### src/rtl/booth_ctrl_if.sv
// Handshake and strobe bundle between a Booth multiplier datapath and its controller.
// master: the requester/datapath side (drives start, abort, q0, qm1; observes strobes).
// slave : the controller side (booth_ctrl).
// err exists only when BOOTH_CTRL_ERR_EN is defined.
interface booth_ctrl_if;
    logic start;
    logic abort;
    logic q0;
    logic qm1;
    logic ldM;
    logic ldQ;
    logic clrA;
    logic clrff;
    logic ldA;
    logic addsub;
    logic sftA;
    logic sftQ;
    logic sftff;
    logic busy;
    logic done;
`ifdef BOOTH_CTRL_ERR_EN
    logic err;

    modport master (
        output start, abort, q0, qm1,
        input  ldM, ldQ, clrA, clrff, ldA, addsub, sftA, sftQ, sftff, busy, done, err
    );

    modport slave (
        input  start, abort, q0, qm1,
        output ldM, ldQ, clrA, clrff, ldA, addsub, sftA, sftQ, sftff, busy, done, err
    );
`else
    modport master (
        output start, abort, q0, qm1,
        input  ldM, ldQ, clrA, clrff, ldA, addsub, sftA, sftQ, sftff, busy, done
    );

    modport slave (
        input  start, abort, q0, qm1,
        output ldM, ldQ, clrA, clrff, ldA, addsub, sftA, sftQ, sftff, busy, done
    );
`endif
endinterface

### src/rtl/booth_ctrl.sv
// Booth radix-2 multiplier controller: sequences LOAD, then WIDTH rounds of EVAL/SHIFT,
// then a one-cycle DONE pulse.
// Ports:
//   clk    - clock, rising edge
//   clr_n  - asynchronous active-low reset
//   bus    - booth_ctrl_if.slave: start/abort/q0/qm1 in; ldM, ldQ, clrA, clrff, ldA,
//            addsub, sftA, sftQ, sftff, busy, done (and err) out
// Strobes, busy and done are combinational decodes of the state (plus q0/qm1 in EVAL),
// so an asynchronous reset drops them immediately.
// Optional: define BOOTH_CTRL_ERR_EN to add the sticky err output (start seen while busy).
module booth_ctrl #(
    parameter int unsigned WIDTH = 16
) (
    input  logic         clk,
    input  logic         clr_n,
    booth_ctrl_if.slave  bus
);

    localparam int unsigned CNT_W = $clog2(WIDTH + 1);

    typedef enum logic [2:0] {
        S_IDLE,
        S_LOAD,
        S_EVAL,
        S_SHIFT,
        S_DONE
    } state_t;

    state_t             state;
    state_t             state_nxt;
    logic [CNT_W-1:0]   cnt;
    logic [CNT_W-1:0]   cnt_nxt;

    // State and iteration counter registers
    always_ff @(posedge clk or negedge clr_n) begin
        if (!clr_n) begin
            state <= S_IDLE;
            cnt   <= '0;
        end else begin
            state <= state_nxt;
            cnt   <= cnt_nxt;
        end
    end

    // Next-state, counter update and strobe decode
    always_comb begin
        state_nxt  = state;
        cnt_nxt    = cnt;
        bus.ldM    = 1'b0;
        bus.ldQ    = 1'b0;
        bus.clrA   = 1'b0;
        bus.clrff  = 1'b0;
        bus.ldA    = 1'b0;
        bus.addsub = 1'b0;
        bus.sftA   = 1'b0;
        bus.sftQ   = 1'b0;
        bus.sftff  = 1'b0;
        bus.busy   = 1'b1;
        bus.done   = 1'b0;

        case (state)
            S_IDLE: begin
                bus.busy = 1'b0;
                if (bus.start) begin
                    state_nxt = S_LOAD;
                end
            end

            S_LOAD: begin
                bus.ldM   = 1'b1;
                bus.ldQ   = 1'b1;
                bus.clrA  = 1'b1;
                bus.clrff = 1'b1;
                cnt_nxt   = CNT_W'(WIDTH);
                state_nxt = S_EVAL;
                if (bus.abort) begin
                    cnt_nxt   = '0;
                    state_nxt = S_IDLE;
                end
            end

            S_EVAL: begin
                // 10: subtract M, 01: add M, 00/11: no ALU update
                bus.ldA    = bus.q0 ^ bus.qm1;
                bus.addsub = bus.qm1 & ~bus.q0;
                state_nxt  = S_SHIFT;
                if (bus.abort) begin
                    cnt_nxt   = '0;
                    state_nxt = S_IDLE;
                end
            end

            S_SHIFT: begin
                bus.sftA  = 1'b1;
                bus.sftQ  = 1'b1;
                bus.sftff = 1'b1;
                // Saturate at zero so the counter can never wrap
                cnt_nxt   = (cnt != '0) ? cnt - CNT_W'(1) : '0;
                state_nxt = (cnt <= CNT_W'(1)) ? S_DONE : S_EVAL;
                if (bus.abort) begin
                    cnt_nxt   = '0;
                    state_nxt = S_IDLE;
                end
            end

            S_DONE: begin
                bus.done  = 1'b1;
                state_nxt = S_IDLE;
            end

            default: begin
                cnt_nxt   = '0;
                state_nxt = S_IDLE;
            end
        endcase
    end

`ifdef BOOTH_CTRL_ERR_EN
    logic err_q;

    // Sticky flag for a start request that arrives while a multiply is in flight
    always_ff @(posedge clk or negedge clr_n) begin
        if (!clr_n) begin
            err_q <= 1'b0;
        end else if (state == S_IDLE && bus.start) begin
            err_q <= 1'b0;
        end else if (state != S_IDLE && bus.start) begin
            err_q <= 1'b1;
        end
    end

    assign bus.err = err_q;
`endif

endmodule

### src/flat_wrapper.sv
// flat-port wrapper written by rule: the top's interface ports become plain ports
module booth_ctrl_flat 
#(
    parameter int unsigned WIDTH = 16
)
  (clk, clr_n, bus_start, bus_abort, bus_q0, bus_qm1, bus_ldM, bus_ldQ, bus_clrA, bus_clrff, bus_ldA, bus_addsub, bus_sftA, bus_sftQ, bus_sftff, bus_busy, bus_done);
  booth_ctrl_if bus_i ();
  input  logic clk;
  input  logic clr_n;
  input wire logic [$bits(bus_i.start)-1:0] bus_start;
  input wire logic [$bits(bus_i.abort)-1:0] bus_abort;
  input wire logic [$bits(bus_i.q0)-1:0] bus_q0;
  input wire logic [$bits(bus_i.qm1)-1:0] bus_qm1;
  output wire logic [$bits(bus_i.ldM)-1:0] bus_ldM;
  output wire logic [$bits(bus_i.ldQ)-1:0] bus_ldQ;
  output wire logic [$bits(bus_i.clrA)-1:0] bus_clrA;
  output wire logic [$bits(bus_i.clrff)-1:0] bus_clrff;
  output wire logic [$bits(bus_i.ldA)-1:0] bus_ldA;
  output wire logic [$bits(bus_i.addsub)-1:0] bus_addsub;
  output wire logic [$bits(bus_i.sftA)-1:0] bus_sftA;
  output wire logic [$bits(bus_i.sftQ)-1:0] bus_sftQ;
  output wire logic [$bits(bus_i.sftff)-1:0] bus_sftff;
  output wire logic [$bits(bus_i.busy)-1:0] bus_busy;
  output wire logic [$bits(bus_i.done)-1:0] bus_done;
  assign bus_i.start = bus_start;
  assign bus_i.abort = bus_abort;
  assign bus_i.q0 = bus_q0;
  assign bus_i.qm1 = bus_qm1;
  assign bus_ldM = bus_i.ldM;
  assign bus_ldQ = bus_i.ldQ;
  assign bus_clrA = bus_i.clrA;
  assign bus_clrff = bus_i.clrff;
  assign bus_ldA = bus_i.ldA;
  assign bus_addsub = bus_i.addsub;
  assign bus_sftA = bus_i.sftA;
  assign bus_sftQ = bus_i.sftQ;
  assign bus_sftff = bus_i.sftff;
  assign bus_busy = bus_i.busy;
  assign bus_done = bus_i.done;
  booth_ctrl #(.WIDTH(WIDTH)) u_core (.clk(clk), .clr_n(clr_n), .bus(bus_i));
endmodule
### config.mk
export PLATFORM = sky130hd
export DESIGN_NAME = booth_ctrl_flat
export DESIGN_NICKNAME = d
export VERILOG_FILES = /design/src/rtl/booth_ctrl_if.sv /design/src/rtl/booth_ctrl.sv /design/src/flat_wrapper.sv
export SDC_FILE = /design/constraint.sdc
export NUM_CORES = 1
export LEC_CHECK = 0
export BUFFER_PORTS_ARGS = -buffer_cell sky130_fd_sc_hd__buf_4
export CAP_MARGIN = 0
export CORE_AREA = 2 2 39 41
export CTS_BUF_LIST = sky130_fd_sc_hd__clkbuf_4
export DETAILED_ROUTE_END_ITERATION = 12
export DIE_AREA = 0 0 41 43
export GPL_ROUTABILITY_DRIVEN = 0
export PLACE_DENSITY = 0.69
export SLEW_MARGIN = 20
export SYNTH_ARGS = -nofsm -noshare
export SYNTH_HDL_FRONTEND = slang
export SYNTH_SLANG_ARGS = --single-unit
### constraint.sdc
create_clock -name clk -period 1.6 [get_ports clk]
set_input_delay 0.4 -clock clk [delete_from_list [all_inputs] [get_ports clk]]
set_output_delay 0.4 -clock clk [all_outputs]
set_load 0.05 [all_outputs]
* After elaboration in Yosys (flattened, before gate mapping)
Cells that the tools add are included.
** Word-level totals
- Register bits :: 8
- Input port bits :: 6
- Output and inout port bits :: 11
- Word-level logic and storage cells :: 35
** Operators by class
- Bitwise logic cells :: 4
- Add/subtract/negate cells :: 1
- Order comparisons :: 1
- Reduce and logical (&&, ||, !) cells :: 4
- Equality and inequality tests :: 6
- Muxes and demuxes :: 17
** Operators with widths (count)
- $mux 5 :: 4
- $pmux 5 s4 :: 1
- $pmux 3 s4 :: 1
- $mux 3 :: 3
- $eq 3x2->1 const B :: 2
- $mux 1 :: 6
- $le 5x1->1 const B :: 1
- $reduce_bool 5->1 :: 1
- $sub 5x1->5 const B :: 1
- $mux 2 :: 2
- $ne 2x2->1 const B :: 2
- $eq 3x1->1 const B :: 1
- $eq 3x3->1 const B :: 1
- $logic_not 3->1 :: 1
- $not 1->1 :: 2
- $reduce_and 2->1 :: 1
- $reduce_or 2->1 :: 1
- $and 1x1->1 :: 1
- $xor 1x1->1 :: 1

* Logic depth before layout (Yosys ltp)
Gate-level depths: netlist (run 1).
- Word-level depth :: 4
- Depth in mapped cells :: 4

* Least setup slack after synthesis (run 1)
Ideal clock, no wire load.
- Path type :: register to output
- Start point :: register u_core.state[0]
- End point :: output port bus_addsub
- Data arrival time :: 2243 ps
- Slack :: -1043 ps
- Cell stages (with the launch flop) :: 3
- Required time :: 1200 ps
- Path buffers :: 1
- Cells stage by stage :: dfrtp_1 > buf_4 > nor4b_1
** On the way
- Longest elaborated chain between the ends :: 2
** RTL lines
- from (decl) :: line booth_ctrl.sv:29 : state_t state;
- from (signal assigned) :: line booth_ctrl.sv:40 : state <= state_nxt;
- $eq 3x2->1 :: line booth_ctrl.sv:61 : case (state)
- $mux 1 :: line booth_ctrl.sv:61
- to (decl) :: line flat_wrapper.sv:19 : output wire logic [$bits(bus_i.addsub)-1:0] bus_addsub;
No other way between the ends.

* Worst setup path in the final report (run 1)
- Start point :: register u_core.state[0]
- End point :: output port bus_busy
** On the way
- Longest elaborated chain between the ends :: 2
** RTL lines
- $logic_not 3->1 :: line booth_ctrl.sv:61
- $mux 1 :: line booth_ctrl.sv:61
- to (decl) :: line flat_wrapper.sv:23 : output wire logic [$bits(bus_i.busy)-1:0] bus_busy;
No other way between the ends.

==> results of run 1 <==
==> logic make-up after synthesis <==
logic type / after synthesis
AND/OR/NAND/NOR: 23
AO/OA/AOI/OAI: 13
buffers and inverters: 11
flip-flops: 8
adder cells (fa/ha/maj): 4
multiplexers: 1
==> cells in the final DEF, fill, tap and decap left out, types with 2 or more instances in the layout <==
cell type and instances:
inv_1 3, nor2_4 2, nor2_1 7, dfrtp_1 5, a22o_1 2, clkbuf_4 4, nor3_1 3, o22ai_1 2
nor2b_1 2, buf_4 13, dfrtp_2 3, ha_1 3, buf_6 9, o21a_1 2
==> critical path: cells and delay by family, from the launching register on <==
family                 cells  cell delay [ps]
DFF                        1              480
and+or+nand+nor            1              390
buffers and inverters      1              160
==> flip-flops by register name, indices dropped and copies added (netlist names) <==
name and cells:
u_core.cnt 5, u_core.state 3
==> Yosys cell counts (2+ instances only) <==
cell type | number | share of area, %
inv_1 | 4 | 2.6
dfrtp_1 | 8 | 34
a22o_1 | 2 | 3.0
ha_1 | 4 | 8.5
nor2_1 | 9 | 5.8
nor3_1 | 3 | 2.6
nor2b_1 | 2 | 2.1
o21a_1 | 2 | 2.6
buf_4 | 6 | 7.7
o22ai_1 | 2 | 2.1
==> timing repair <==
item	4_1_cts	5_1_grt
pin swaps	4	0
endpoints found under the hold margin	8	0
setup buffers	3	1
resized for setup	12	2
endpoints found under the setup margin	11	11
hold buffers	1	0
==> metrics by stage <==
stage	total power, mW	instance area, sq um
floorplan	1.04	677
global placement	1.15	761
detailed placement	1.15	761
CTS	1.44	863
global route	1.57	880
finish	1.47	880
==> metal layers <==
metal / vias up / GRT usage (%) / wire (um)
li1: 254 / - / -
met4: 0 / 18.0 / 53
met3: 4 / 3.14 / 47
met5: - / 0 / 0
met2: 10 / 27.8 / 598
met1: 236 / 18.9 / 480
==> where the power goes <==
group	internal (mW)	switching, mW	total (mW)
sequential	0.256	0.0775	0.334
clock	0.113	0.0785	0.191
combinational	0.395	0.545	0.941
==> final cells by class <==
class	count	area (sq um)	share of cell area [%]
clock buffers	4	30.0	3.41
inverters	4	17.5	1.99
repair buffers	24	224	25.5
multi-input cells	41	384	43.7
well taps	16	20.0	2.28
flip-flops and latches	8	204	23.2
==> path summary, 6_finish.rpt <==
check	from	end
worst max-delay path	u_core.state[0]	bus_busy
min in group asynchronous	clr_n	u_core.cnt[3]
worst min-delay path	bus_abort	u_core.state[1]
worst max register to register	u_core.cnt[1]	u_core.cnt[4]
max in group asynchronous	clr_n	u_core.state[0]
worst min register to register	u_core.cnt[3]	u_core.cnt[3]
==> flow_summary.toml, run 1 <==
[power_and_ir_drop]
irDropWorstVdd_mv = 0.890
power_density_mw_per_mm2 = 1670
cellLeakagePower_nw = 0.383

[finish]
diodes = 0
fin_cells = 97
syn_to_final_growth_pct = 50.2
layout-drive-gt1-share_pct = 53.1
fin_util_pct = 63.6
nets = 92
fillers = 115

[hold_path]
hp-class = "in2reg"
whs_path_depth = 3

[clock_tree]
cts_tree = "yes"
cts_root_buf = "clkbuf_4"
worst_skew_pair.late_latency_ps = 260
numClockSinks = 8
h-tree-depth = 1
cts_made_buffers = 3
path_clk_slew_ps = 60
clk_path_buf_depth = 2

[worst_setup_path]
critPathRequiredTime_ps = 1200
r2r_setup_slack_ps = 290
critical-path-max-stage-delay_ps = 480
critPathArrivalTime_ps = 1290
crit_chain = "or3_4 -> buf_6"
slowest_stage = "dfrtp_2"
path_class = "reg2out"
critPathMaxFanout = 7
crit_path_end_kind = "primary output"
start_kind = "flip-flop"
reg2regPathDepth = 4

[timing]
setup_viol = 11
whs_ps = 413
drv_slew = 0
worst_pin_slew_ps = 308
rsz0062_at_grt = "true"
setup_slack_ps = -94.2
skew_ps = 4.38
maxSlewHeadroom_pct = 79.3
finalHoldViolations = 0
period_share_pct = 106
finalSetupTns_ps = -586
fmax_ghz = 0.590
min_period_ps = 1690

[yosys]
syn_area_sq_um = 586
async_reset_ff_share_pct = 100
synth-simple-area-share_pct = 24.8
yosys.area_share.adder_pct = 8.55
synth-compound-area-share_pct = 18.4
synthMuxAreaShare_pct = 1.92
synth_top_family_by_area = "simple AND/OR/NAND/NOR gates"
synth-seq-area-share_pct = 34.2
ys_seq_elements = 8
synth_xor_area_share_pct = 0
synth_nets = 70
yosys.cell_types.count = 28
synthCells = 60
ys.flop_type = "dfrtp_1"
synth_edf_count = 0
synth.avg_cell_area_sq_um = 9.76
ys.warnings.count = 0

[grt]
gr-total-overflow = 0
grt_pass1_vias = 489
grt_max_degree = 9
grt_usage_pct = 18.2
grt_pass1_wl_um = 2010
antenna_found_initial = 0

[floorplanning]
rows = 14
die_area_sq_mm = 0.00176
die_w_um = 41
core_area_sq_mm = 0.00138
io_pins = 17
start_util_pct = 42.3
die_h_um = 43

[place]
place.port_buffers = 16
placed_cells = 88
place_ws_ps = -30.0
dp.final_hpwl_um = 886

[routing]
drtIter0Drc = 5
first_pass_iters = 4
route.detailed.drc = 0
wl_per_cell_um = 12.2
wl_um = 1180
via_count = 504
avgViaCountPerCell = 5.20
antenna_left = 0

[flow_run]
cap_violations = 0

[outcome]
status = "finished with violations"
violations = "setup timing"
Note: power is estimated with default switching activity, not from simulation.
==> inputs of run 2 (changes only) <==
--- a/config.mk
+++ b/config.mk
@@ -5,7 +5,7 @@
 export SDC_FILE = /design/constraint.sdc
 export NUM_CORES = 1
 export LEC_CHECK = 0
-export BUFFER_PORTS_ARGS = -buffer_cell sky130_fd_sc_hd__buf_4
+export BUFFER_PORTS_ARGS = -buffer_cell sky130_fd_sc_hd__clkbuf_2
 export CAP_MARGIN = 0
 export CORE_AREA = 2 2 39 41
 export CTS_BUF_LIST = sky130_fd_sc_hd__clkbuf_4
==> run 2 against run 1 <==
  * The run still ends with setup timing left
  * Via count grew 3.8%
  * Wire length grew 8.0%
  * Die area is the same
  * Critical path depth grew 1
  * Non-clock buffer count grew 3
  * Sequential power is essentially flat
  * Count of clock-buffer cells in the layout is the same
==> flow_summary.toml, run 2 (synthesis results as in run 1) <==
[outcome]
status = "finished with violations"
violations = "setup timing"

[worst_setup_path]
critPathRequiredTime_ps = 1200
crit_family = "flip-flops"
path_class = "reg2out"
critical-path-max-stage-delay_ps = 430
crit_path_end_kind = "primary output"
crit_chain = "buf_4 -> or3_1 -> clkbuf_8"
cp.buffers_inverters = 2
slowest_stage = "dfrtp_2"
critPathArrivalTime_ps = 1320
reg2regPathDepth = 5
cp.depth = 3
critPathMaxFanout = 4
start_kind = "flip-flop"

[finish]
final_cell_mix = "9 x buf_4, 7 x buf_8, 6 x nor2_1"
largest_register_ffs = 5
nets = 95
layout-drive-gt1-share_pct = 54.8
fin_cells = 100
reg.largest.list = "u_core.cnt (5), u_core.state (3)"
diodes = 0
regMostFlops = "u_core.cnt"
fillers = 124
syn_to_final_growth_pct = 58.3
final_common_cell = "buf_4"
final_cell_area_sq_um = 927

[timing]
finalHoldViolations = 0
worst_pin_slew_ps = 295
rsz0062_at_grt = "true"
drv_slew = 0
min_period_ps = 1720
fmax_ghz = 0.581
skew_ps = 5.26
setup_viol = 9
maxSlewHeadroom_pct = 80.2
whs_ps = 453
period_share_pct = 108
setup_slack_ps = -121

[place]
placed_cells = 90
place.port_buffers = 16
place_ws_ps = -85.9
dp.final_hpwl_um = 918
place_area_sq_um = 736

[power_and_ir_drop]
power_density_mw_per_mm2 = 1640
power_frac_seq_pct = 21.9
cellInternalPower_mw = 0.804
swShare_pct = 47.1
power_mw = 1.52
cellLeakagePower_nw = 0.408
p_switching_mw = 0.716
irDropWorstVdd_mv = 0.887
power_frac_comb_pct = 65.9
p_clk_share_pct = 12.2

[clock_tree]
cts_made_buffers = 3
cts_root_buf = "clkbuf_4"
clk_path_buf_depth = 2
path_clk_slew_ps = 60
cts_tree = "yes"
worst_skew_pair.late_latency_ps = 260
h-tree-depth = 1
numClockSinks = 8

[floorplanning]
io_pins = 17
rows = 14
die_area_sq_mm = 0.00176
start_util_pct = 42.3
die_w_um = 41
die_h_um = 43
core_area_sq_mm = 0.00138

[routing]
avgViaCountPerCell = 5.23
via_count = 523
route.detailed.drc = 0
drtIter0Drc = 3
first_pass_iters = 2
wl_um = 1270
antenna_left = 0
wl_per_cell_um = 12.7

[grt]
grt_max_degree = 9
grt_usage_pct = 18.0
antenna_found_initial = 0
gr-total-overflow = 0
grt_pass1_vias = 496
grt_pass1_wl_um = 2110

[hold_path]
whs_path_depth = 3
hp-class = "in2reg"

[flow_run]
cap_violations = 0
-- run 2: layout make-up --
| class | instances | area [sq um] | area share, % |
|---|---|---|---|
| tap | 16 | 20.0 | 2.16 |
| multi-input combinational | 41 | 382 | 41.2 |
| inverter | 4 | 17.5 | 1.89 |
| clock buffer | 4 | 30.0 | 3.24 |
| sequential | 8 | 204 | 22.0 |
| timing repair buffer | 27 | 274 | 29.6 |
-- run 2: worst paths after layout --
check	to	startpoint	slack, ps
max reg2reg	u_core.cnt[3]	u_core.state[2]	210
min	u_core.state[1]	bus_abort	450
max in group asynchronous	u_core.state[0]	clr_n	880
min in group asynchronous	u_core.cnt[3]	clr_n	520
min reg2reg	u_core.cnt[3]	u_core.cnt[3]	550
max	bus_busy	u_core.state[2]	-120
-- run 2: routing by layer --
metal | share of wire [%] | vias to the layer above | global-route usage, % | wire length (um)
met5 | 0 | - | 0 | 0
li1 | - | 263 | - | -
met1 | 39 | 246 | 18.6 | 503
met2 | 56 | 10 | 32.2 | 708
met3 | 3.0 | 4 | 1.57 | 38
met4 | 1.9 | 0 | 10.0 | 24
-- run 2: power groups by stage --
stage	registers, mW	logic [mW]	clock network, mW
final	0.332	1.00	0.186
after global routing	0.342	1.07	0.197
after CTS	0.337	0.938	0.190
after detailed placement	0.337	0.800	0
after global placement	0.337	0.790	0
after floorplan	0.319	0.725	0
-- run 2: what timing repair did --
item,4_1_cts,5_1_grt
hold buffers,1,0
endpoints found under the hold margin,8,0
resized for setup,24,9
endpoints found under the setup margin,11,11
buffers inserted,1,4
pin swaps,4,1
-- run 2: metrics by stage --
step                TNS, ps  utilization (%)
floorplan              -197                -
global placement      -76.6             53.2
detailed placement    -85.9             53.2
CTS                    -595             63.7
global route           -981             67.0
finish                 -481             67.0
-- run 2: worst register-to-register path, cell delays in order (launching register included) --
cell and delay [ps]:
dfrtp_2 430, buf_4 150, buf_4 140, nand4bb_4 260, a21oi_4 180, a32o_2 190
==> inputs of run 3 (changes only) <==
--- a/config.mk
+++ b/config.mk
@@ -8,11 +8,10 @@
 export BUFFER_PORTS_ARGS = -buffer_cell sky130_fd_sc_hd__clkbuf_2
 export CAP_MARGIN = 0
 export CORE_AREA = 2 2 39 41
-export CTS_BUF_LIST = sky130_fd_sc_hd__clkbuf_4
 export DETAILED_ROUTE_END_ITERATION = 12
 export DIE_AREA = 0 0 41 43
 export GPL_ROUTABILITY_DRIVEN = 0
-export PLACE_DENSITY = 0.69
+export PLACE_DENSITY_LB_ADDON = 0.25
 export SLEW_MARGIN = 20
 export SYNTH_ARGS = -nofsm -noshare
 export SYNTH_HDL_FRONTEND = slang
==> run 3 against run 2 <==
  * The run still ends with setup timing left
  * Clock skew fell by 4.7 ps
  * Critical path type unchanged
  * Final cell count shrank 2.0%
  * Combinational power about the same
  * Utilization shrank 2.3 points
  * Die area unchanged
  * First-iteration DRC count up 67%
  * Total power fell by 3.3%
==> flow_summary.toml, run 3 (synthesis results as in run 1) <==
[outcome]
status = "finished with violations"
violations = "setup timing"

[timing]
period_share_pct = 107
fmax_ghz = 0.587
drv_slew = 0
rsz0062_at_grt = "true"
skew_ps = 0.516
worst_pin_slew_ps = 285
min_period_ps = 1700
setup_viol = 11
finalHoldViolations = 0
finalSetupTns_ps = -731
setup_slack_ps = -105
maxSlewHeadroom_pct = 80.9

[routing]
wl_um = 1240
avgViaCountPerCell = 5.21
via_count = 511
route.detailed.drc = 0
first_pass_iters = 4
wl_per_cell_um = 12.6
antenna_left = 0
drtIter0Drc = 5

[hold_path]
hp-class = "in2reg"

[place]
dp.final_hpwl_um = 920
place_ws_ps = -88.1
placed_cells = 90
place.port_buffers = 16

[clock_tree]
cts_made_buffers = 3
path_clk_slew_ps = 60
clk_path_buf_depth = 2
h-tree-depth = 1
numClockSinks = 8
cts_root_buf = "clkbuf_4"
worst_skew_pair.late_latency_ps = 260
cts_tree = "yes"

[power_and_ir_drop]
cellLeakagePower_nw = 0.391
power_mw = 1.47
irDropWorstVdd_mv = 0.926
power_density_mw_per_mm2 = 1640

[finish]
multiInputGateArea_sq_um = 379
largest_register_ffs = 5
layout-drive-gt1-share_pct = 51.2
final_cell_mix = "9 x buf_4, 7 x nor2_1, 7 x clkbuf_8"
nets = 93
register_area_sq_um = 204
fillers = 113
syn_to_final_growth_pct = 53.0
diodes = 0
regMostFlops = "u_core.cnt"
final_common_cell = "buf_4"
reg.largest.list = "u_core.cnt (5), u_core.state (3)"
fin_cells = 98

[grt]
grt_pass1_vias = 481
grt_usage_pct = 18.3
grt_max_degree = 9
grt_pass1_wl_um = 2070
antenna_found_initial = 0
gr-total-overflow = 0

[floorplanning]
core_area_sq_mm = 0.00138
io_pins = 17
die_area_sq_mm = 0.00176
die_w_um = 41
rows = 14
start_util_pct = 42.3
die_h_um = 43

[worst_setup_path]
critPathArrivalTime_ps = 1300
crit_path_end_kind = "primary output"
start_kind = "flip-flop"
path_class = "reg2out"
critPathRequiredTime_ps = 1200
critPathMaxFanout = 6

[flow_run]
cap_violations = 0
run 3: per-stage QoR:
step | hold slack (ps) | util [%] | cell area, sq um
final | 457 | 64.7 | 896
after global routing | 472 | 64.7 | 896
after CTS | 448 | 64.6 | 893
after detailed placement | 256 | 53.2 | 736
after global placement | 254 | 53.2 | 736
after floorplan | 104 | - | 677
run 3: routing by layer:
metal	global-route usage [%]	up-vias	routed length (um)
li1	-	252	-
met1	20.1	237	499
met2	27.8	17	630
met3	5.24	5	69
met4	14.0	0	40
met5	0	-	0
run 3: report_power, final:
group / switching [mW] / internal [mW] / total, mW
logic: 0.553 / 0.419 / 0.972
registers: 0.0719 / 0.256 / 0.328
clock network: 0.0743 / 0.0958 / 0.170
total: 0.699 / 0.771 / 1.47
run 3: worst paths after layout:
check,slack [ps],start,endpoint,cells after the start
max reg2reg,180,u_core.state[2],u_core.cnt[3],5
min in group asynchronous,510,clr_n,u_core.cnt[4],2
max,-100,u_core.state[0],bus_busy,2
min reg2reg,540,u_core.cnt[3],u_core.cnt[3],1
min,460,bus_abort,u_core.state[1],3
max in group asynchronous,900,clr_n,u_core.state[1],2
run 3: layout make-up:
cell class | count | area share, %
clock buffers | 4 | 2.93
inverters | 4 | 1.96
multi-input cells | 41 | 42.3
flip-flops and latches | 8 | 22.8
well taps | 16 | 2.23
repair buffers | 25 | 27.8
run 3: critical path: stages (launching register included):
cell	delay, ps
dfrtp_2	480
or3_1	380
clkbuf_8	190
run 3: repair_timing:
| action | 4_1_cts | 5_1_grt |
|---|---|---|
| setup buffers | 3 | 0 |
| pin swaps | 4 | 0 |
| hold endpoints to repair | 8 | 0 |
| endpoints found under the setup margin | 11 | 11 |
| gates resized for setup | 22 | 4 |
| hold buffers | 1 | 0 |
| gates cloned | 0 | 0 |
